**config.mk**
```make
export PLATFORM = sky130hd
export DESIGN_NAME = amber128_mem_stage
export DESIGN_NICKNAME = d
export VERILOG_FILES = /design/src/rtl/amber128_mem_stage.sv
export SDC_FILE = /design/constraint.sdc
export NUM_CORES = 1
export LEC_CHECK = 0
export CAP_MARGIN = 25
export CELL_PAD_IN_SITES_DETAIL_PLACEMENT = 0
export CELL_PAD_IN_SITES_GLOBAL_PLACEMENT = 1
export CORE_AREA = 2 2 313 315
export CTS_CLUSTER_SIZE = 40
export DETAILED_ROUTE_END_ITERATION = 10
export DIE_AREA = 0 0 315 317
export HOLD_SLACK_MARGIN = 0.1
export PLACE_DENSITY_LB_ADDON = 0.12
export SLEW_MARGIN = 20
export SYNTH_ARGS = -nofsm -noshare
export SYNTH_HDL_FRONTEND = slang
export SYNTH_SLANG_ARGS = --single-unit
```
**constraint.sdc**
```tcl
create_clock -name clk_i -period 1.6 [get_ports clk_i]
set_input_delay 0.24 -clock clk_i [delete_from_list [all_inputs] [get_ports clk_i]]
set_output_delay 0.24 -clock clk_i [all_outputs]
set_load 0.005 [all_outputs]
```
**src/rtl/amber128_mem_stage.sv**
```systemverilog
// amber128 memory stage: ALU/trap results retire 1 cycle after acceptance; LD/ST become a DMEM
// valid/ready request and retire 1 cycle after the response. ex_ready_o drops while a memory op is in flight.
package amber128_pkg;
   typedef logic [3:0] trap_cause_t;
   localparam trap_cause_t TRAP_NONE = 4'd0;

   typedef struct packed {
      logic          valid;
      logic [4:0]    rd;
      logic          wb_en;
      logic [127:0]  result;
      logic          mem_req;
      logic          mem_we;
      logic [63:0]   mem_addr;
      logic [127:0]  mem_wdata;
      logic          trap;
      trap_cause_t   trap_cause;
   } amber128_exec_out_s;
endpackage

module amber128_mem_stage
   import amber128_pkg::*;
#(
   parameter int ADDR_W = 64,
   parameter int DATA_W = 128,
   parameter int RD_W   = 5
) (
   input  logic               clk_i,
   input  logic               rst_ni,
   input  logic               flush_i,
   input  amber128_exec_out_s ex_i,
   output logic               ex_ready_o,
   output logic               dmem_req_valid_o,
   input  logic               dmem_req_ready_i,
   output logic               dmem_req_we_o,
   output logic [ADDR_W-1:0]  dmem_req_addr_o,
   output logic [DATA_W-1:0]  dmem_req_wdata_o,
   input  logic               dmem_rsp_valid_i,
   input  logic [DATA_W-1:0]  dmem_rsp_rdata_i,
   input  logic               dmem_rsp_err_i,
   input  trap_cause_t        dmem_rsp_cause_i,
   output logic               wb_valid_o,
   output logic               wb_en_o,
   output logic [RD_W-1:0]    wb_rd_o,
   output logic [DATA_W-1:0]  wb_data_o,
   output logic               wb_trap_o,
   output trap_cause_t        wb_trap_cause_o
);

   typedef enum logic [1:0] {S_IDLE, S_REQ, S_WAIT, S_DRAIN} state_e;

   state_e               state_q, state_d;
   logic                 killed_q, killed_d;
   logic                 req_vld_q, req_vld_d;
   logic                 req_we_q, req_we_d;
   logic [ADDR_W-1:0]    req_addr_q, req_addr_d;
   logic [DATA_W-1:0]    req_wdata_q, req_wdata_d;
   logic [RD_W-1:0]      cap_rd_q, cap_rd_d;
   logic                 cap_wben_q, cap_wben_d;
   logic                 wb_vld_q, wb_vld_d;
   logic                 wb_en_q, wb_en_d;
   logic [RD_W-1:0]      wb_rd_q, wb_rd_d;
   logic [DATA_W-1:0]    wb_data_q, wb_data_d;
   logic                 wb_trap_q, wb_trap_d;
   trap_cause_t          wb_cause_q, wb_cause_d;

   always_comb begin
      state_d     = state_q;
      killed_d    = killed_q;
      req_vld_d   = req_vld_q;
      req_we_d    = req_we_q;
      req_addr_d  = req_addr_q;
      req_wdata_d = req_wdata_q;
      cap_rd_d    = cap_rd_q;
      cap_wben_d  = cap_wben_q;
      wb_vld_d    = 1'b0;
      wb_en_d     = 1'b0;
      wb_rd_d     = '0;
      wb_data_d   = '0;
      wb_trap_d   = 1'b0;
      wb_cause_d  = TRAP_NONE;

      case (state_q)
         S_IDLE: begin
            if (ex_i.valid && !flush_i) begin
               // Trap wins over mem_req so a faulting record never touches DMEM.
               if (ex_i.trap) begin
                  wb_vld_d   = 1'b1;
                  wb_trap_d  = 1'b1;
                  wb_cause_d = ex_i.trap_cause;
                  wb_rd_d    = ex_i.rd;
               end else if (!ex_i.mem_req) begin
                  wb_vld_d  = 1'b1;
                  wb_en_d   = ex_i.wb_en;
                  wb_rd_d   = ex_i.rd;
                  wb_data_d = ex_i.result;
               end else begin
                  state_d     = S_REQ;
                  killed_d    = 1'b0;
                  req_vld_d   = 1'b1;
                  req_we_d    = ex_i.mem_we;
                  req_addr_d  = ex_i.mem_addr;
                  req_wdata_d = ex_i.mem_wdata;
                  cap_rd_d    = ex_i.rd;
                  cap_wben_d  = ex_i.wb_en;
               end
            end
         end
         S_REQ: begin
            // A flushed request must still complete its handshake; only its result is dropped.
            if (flush_i) killed_d = 1'b1;
            if (dmem_req_ready_i) begin
               req_vld_d = 1'b0;
               killed_d  = 1'b0;
               state_d   = (killed_q || flush_i) ? S_DRAIN : S_WAIT;
            end
         end
         S_WAIT: begin
            if (dmem_rsp_valid_i) begin
               state_d = S_IDLE;
               if (!flush_i) begin
                  wb_vld_d = 1'b1;
                  wb_rd_d  = cap_rd_q;
                  if (dmem_rsp_err_i) begin
                     wb_trap_d  = 1'b1;
                     wb_cause_d = dmem_rsp_cause_i;
                  end else if (!req_we_q) begin
                     wb_en_d   = cap_wben_q;
                     wb_data_d = dmem_rsp_rdata_i;
                  end
               end
            end else if (flush_i) begin
               state_d = S_DRAIN;
            end
         end
         S_DRAIN: begin
            if (dmem_rsp_valid_i) state_d = S_IDLE;
         end
         default: state_d = S_IDLE;
      endcase
   end

   always_ff @(posedge clk_i or negedge rst_ni) begin
      if (!rst_ni) begin
         state_q     <= S_IDLE;
         killed_q    <= 1'b0;
         req_vld_q   <= 1'b0;
         req_we_q    <= 1'b0;
         req_addr_q  <= '0;
         req_wdata_q <= '0;
         cap_rd_q    <= '0;
         cap_wben_q  <= 1'b0;
         wb_vld_q    <= 1'b0;
         wb_en_q     <= 1'b0;
         wb_rd_q     <= '0;
         wb_data_q   <= '0;
         wb_trap_q   <= 1'b0;
         wb_cause_q  <= TRAP_NONE;
      end else begin
         state_q     <= state_d;
         killed_q    <= killed_d;
         req_vld_q   <= req_vld_d;
         req_we_q    <= req_we_d;
         req_addr_q  <= req_addr_d;
         req_wdata_q <= req_wdata_d;
         cap_rd_q    <= cap_rd_d;
         cap_wben_q  <= cap_wben_d;
         wb_vld_q    <= wb_vld_d;
         wb_en_q     <= wb_en_d;
         wb_rd_q     <= wb_rd_d;
         wb_data_q   <= wb_data_d;
         wb_trap_q   <= wb_trap_d;
         wb_cause_q  <= wb_cause_d;
      end
   end

   assign ex_ready_o       = (state_q == S_IDLE);
   assign dmem_req_valid_o = req_vld_q;
   assign dmem_req_we_o    = req_we_q;
   assign dmem_req_addr_o  = req_addr_q;
   assign dmem_req_wdata_o = req_wdata_q;
   assign wb_valid_o       = wb_vld_q;
   assign wb_en_o          = wb_en_q;
   assign wb_rd_o          = wb_rd_q;
   assign wb_data_o        = wb_data_q;
   assign wb_trap_o        = wb_trap_q;
   assign wb_trap_cause_o  = wb_cause_q;

endmodule

```
* Word-level counts from Yosys, hierarchy flattened
Index checks and enable logic that the tools add are counted.
Operators by class: add/sub/neg operators 0, $mul 0, divide/modulo/power cells 0, magnitude comparators 0, equality and inequality tests 10, shifts and indexed selects 0, multiplexer cells 60, bitwise operators 1, reductions and logical operators 9
Operator list (number):
- 128-bit 2-to-1 mux | 7
- 128-bit case mux with 2 select lines | 1
- 1-bit 2-to-1 mux | 27
- 5-bit 2-to-1 mux | 5
- 4-bit 2-to-1 mux | 5
- 2-bit 2-to-1 mux | 7
- 1-bit case mux with 2 select lines | 5
- 5-bit case mux with 2 select lines | 1
- 5-bit AND reduction | 2
- 2-bit != test (second input constant) | 4
- 2-bit case mux with 4 select lines | 1
- 4-bit case mux with 2 select lines | 1
- 3-bit != test (second input constant) | 2
- 6-bit AND reduction | 1
- 2-bit == test (second input constant) | 2
- 4-bit AND reduction | 1
- 2-bit by 1-bit == test with 1-bit output (second input constant) | 1
- 2-bit logical NOT | 1
- 2-bit by 1-bit != test with 1-bit output (second input constant) | 1
- 2-bit nonzero test | 1
- 1-bit logical AND | 1
- 1-bit logical NOT | 1
- 1-bit logical OR | 1
- 1-bit NOT | 1
Word-level totals: register bits after elaboration 343, latch bits 0, RAM bits 0, ROM bits 0, input bits 472, output and inout port bits 335, logic and storage cells 94, memories 0

* Logic depth before layout (Yosys ltp)
word-level depth 5, mapped depth 7, mapped depth without buffers 3

* Least setup slack after synthesis
Ideal clock, no wire load.
kind register to register, start reg state_q[1], end reg wb_data_q[100], in the netlist wb_data_o[100], library setup time 65 ps, data arrival time 1645 ps, data required time 1535 ps, path slack -110 ps, stages on the path, launching flop included 7, buffers on the path 3, clock period less this slack 1710 ps, cell sequence dfrtp_1 buf_2 or4b_1 nor3_2 buf_4 buf_4 a22o_1
On the way: cells in the longest elaborated chain, start to end 2, elaborated cells on any way between the ends 3, classes of those cells 1 x eq/ne; 1 x mux; 1 x reduce/logical
Ends and longest elaborated chain:
- start: declaration | line 52 | state_e state_q, state_d;
- start signal: assignment | line 160 | state_q <= state_d;
- 2-bit == test / 2-bit logical NOT (equally long branches) | line 83 | case (state_q)
- 128-bit case mux with 2 select lines (*) | line 83
- named net wb_data_d[100] | line 63 | logic [DATA_W-1:0] wb_data_q, wb_data_d;
- end signal: assignment | line 171 | wb_data_q <= wb_data_d;
- end: declaration | line 63
The timed path passes the listed nets; every way through them passes the cells marked *. A chain may end at the register's enable or synchronous reset.

* Worst setup path in the final report
start reg state_q[0], end reg wb_data_q[101], in the netlist wb_data_o[101]
The elaborated chain is that of the path after synthesis.

==> impl_metrics.env <==
export IMPL_yosysTopAreaCell="dfrtp_1"
export IMPL_clock_skew_ns=0.00916
export IMPL_rsz0062_at_grt="true"
export IMPL_grt_pass1_vias=11500
export IMPL_diodes=0
export IMPL_clock_sinks=343
export IMPL_htreeDepth=2
export IMPL_finalSetupViolCount=331
export IMPL_final_antenna_net_count=0
export IMPL_crit_required_ns=2.13
export IMPL_end_kind="register"
export IMPL_finalWorstSetupSlack_ns=-0.351
export IMPL_cts_tree="yes"
export IMPL_worstSetupPathType="register to register"
export IMPL_overflow=0
export IMPL_power_total_mw=34.9
export IMPL_grt_max_degree=57
export IMPL_dpl_hpwl_mm=50.3
export IMPL_cp_endpoint="wb_data_o[101]$_DFF_PN0_"
export IMPL_io_buffers=806
export IMPL_drc=0
export IMPL_dr_first_iter_drc_count=295
export IMPL_syn_inst=760
export IMPL_r2r_cells=7
export IMPL_synth_nets=1232
export IMPL_fmax_ghz=0.513
export IMPL_yosysMostFrequentCell="dfrtp_1"
export IMPL_r2r_end="wb_data_o[101]$_DFF_PN0_"
export IMPL_syn_to_final_growth_pct=109
export IMPL_synth_area_leaders="dfrtp_1 (69%), mux2_2 (18%), a22o_1 (9.7%)"
export IMPL_slew_viol_final=0
export IMPL_worst_pin_slew_ns=0.608
export IMPL_fin_util_pct=27.1
export IMPL_status="finished, violations left"
export IMPL_crit_path_start_kind="register"
export IMPL_core_area_um2=96300
export IMPL_relSlewSlack_pct=58.9
export IMPL_die_w_um=315
export IMPL_drv_cap=0
export IMPL_ys_flop_type="dfrtp_1"
export IMPL_async_flop_share_pct=100
export IMPL_leakagePower_nw=14.8
export IMPL_fp_dieH_um=317
export IMPL_track_usage_pct=12.3
export IMPL_cellPowerDensity_nw_per_um2=1340
export IMPL_drive_gt1_share_pct=24.2
export IMPL_wl_per_cell_um=22.2
export IMPL_rows=114
export IMPL_gp_congestion=0.769
export IMPL_hp_class="input pin to async pin"
export IMPL_period_share_pct=122
export IMPL_hold_viol_final=0
export IMPL_cp_max_fo=11
export IMPL_yosysSeqAreaShare_pct=68.6
export IMPL_synth_cell_types=22
export IMPL_die_area_um2=99900
export IMPL_fill_cells=10000
export IMPL_crit_start="state_q[0]$_DFFE_PN0P_"
export IMPL_grt_pass1_wl_mm=87.0
export IMPL_violations="setup timing"
export IMPL_synth_edf_count=0
export IMPL_r2r_setup_slack_ns=-0.35
export IMPL_max_clock_path_buffers=3
export IMPL_dr_pass1_iters=4
export IMPL_synth_top_area_share_pct=68.6
export IMPL_synth_area_per_cell_um2=16.5
export IMPL_clock_latency_ns=0.59
export IMPL_yosys_warnings=0
export IMPL_path_clk_slew_ns=0.06
export IMPL_num_vias=10400
export IMPL_worstPathArrival_ns=2.48
export IMPL_ir_worst_vdd_mv=0.669
export IMPL_min_period_ns=1.95
export IMPL_ios=807
export IMPL_ys_ff_latch=343
export IMPL_nets=2151
export IMPL_syn_area_um2=12500
export IMPL_synth_common_cells="dfrtp_1 (343), mux2_2 (199), a22o_1 (139)"
export IMPL_cts_root_buf="clkbuf_16"
export IMPL_start_util_pct=13.0
export IMPL_antenna_found_initial=14
export IMPL_via_per_inst=3.47
export IMPL_routed_wl_mm=66.3
export IMPL_reg2reg_from="state_q[0]$_DFFE_PN0P_"
export IMPL_cts_buffers=47
[cell families after synthesis]
family	synth area share, %
flops	68.6
mux	17.9
compound gates	9.95
buf+inv	2.46
simple gates	1.10
[worst max-delay path: stages, from the launching register on]
cell and delay, ns:
dfrtp_1 0.39, buf_6 0.13, or4b_4 0.53, nor3_4 0.16, buf_12 0.16, buf_16 0.16, clkbuf_16 0.19, a22o_1 0.14
[flip-flops by register name, indices dropped and copies added, names as in the netlist]
signal / flops
cap_wben_q: 1
state_q: 2
dmem_req_we_o: 1
wb_valid_o: 1
dmem_req_addr_o: 64
cap_rd_q: 5
wb_en_o: 1
dmem_req_valid_o: 1
dmem_req_wdata_o: 128
wb_trap_cause_o: 4
killed_q: 1
wb_trap_o: 1
wb_data_o: 128
wb_rd_o: 5
[cell usage in the layout, fill, tap and decap left out, drive strengths merged, types with 2 or more instances in the layout]
cell type | netlist | final
o21ai | 3 | 3
bufinv | 0 | 3
or2 | 2 | 2
nand2 | 4 | 4
dfrtp | 343 | 343
clkinv | 0 | 7
dlymetal6s2s | 0 | 301
nor4bb | 2 | 2
inv | 2 | 3
dlygate4sd2 | 0 | 9
clkbuf | 4 | 89
clkdlybuf4s15 | 0 | 20
nor4b | 2 | 2
nor2 | 2 | 2
a22o | 139 | 139
and2 | 2 | 2
clkdlybuf4s50 | 0 | 470
mux2 | 199 | 199
buf | 48 | 107
[report_power, final]
| part | internal, mW | leakage (nW) | switching, mW | total [mW] |
|---|---|---|---|---|
| clock network | 6.68 | 0.787 | 4.18 | 10.9 |
| logic | 7.44 | 9.65 | 3.83 | 11.3 |
| registers | 11.5 | 4.38 | 1.30 | 12.8 |
[metrics by stage]
stage | instance area [µm²] | TNS (ns) | setup WS [ns] | hold WS [ns] | instances
after floorplan | 12600 | -23.36 | -0.0909 | -0.0556 | 760
after global placement | 22700 | -169.06 | -0.656 | 0.173 | 2858
after detailed placement | 22700 | -163.08 | -0.609 | 0.180 | 2858
after CTS | 25000 | -146.58 | -0.377 | 0.144 | 2983
after global routing | 26100 | -103.17 | -0.424 | 0.189 | 2993
final | 26100 | -78.17 | -0.351 | 0.181 | 2993
[timing repair]
item                       CTS  global route
hold endpoints to repair   329             0
setup buffers               23             9
resized for setup          112           349
pin swaps                    2             5
setup endpoints to repair  668           638
gates cloned                14            14
hold buffers                 1             0
[final cells by class]
cell class              instances  area (µm²)  share of cell area, %
clock buffers                  75        1450                   5.57
clock inverters                12         145                  0.556
inverters                       2        7.51                 0.0288
multi-input cells             363        3760                   14.4
flip-flops and latches        343        8590                   32.9
well taps                    1276        1600                   6.12
repair buffers                922       10600                   40.4
[layer usage]
layer	global-route usage, %	routed length [µm]
met1	12.1	22400
met4	4.16	1970
met2	22.2	34400
met3	6.10	7370
met5	0	163
[how the worst min path moves through the flow]
stage	from	to	slack, ns	depth (start not counted)
CTS	rst_ni	dmem_req_addr_o[4]$_DFFE_PN0P_	0.14	2
floorplan	rst_ni	cap_rd_q[0]$_DFFE_PN0P_	-0.06	0
global route	rst_ni	dmem_req_addr_o[4]$_DFFE_PN0P_	0.19	2
finish	rst_ni	dmem_req_addr_o[4]$_DFFE_PN0P_	0.18	2
detailed placement	rst_ni	dmem_req_addr_o[4]$_DFFE_PN0P_	0.18	1
global placement	rst_ni	dmem_req_addr_o[4]$_DFFE_PN0P_	0.17	1
(Power assumes the default switching activity.)
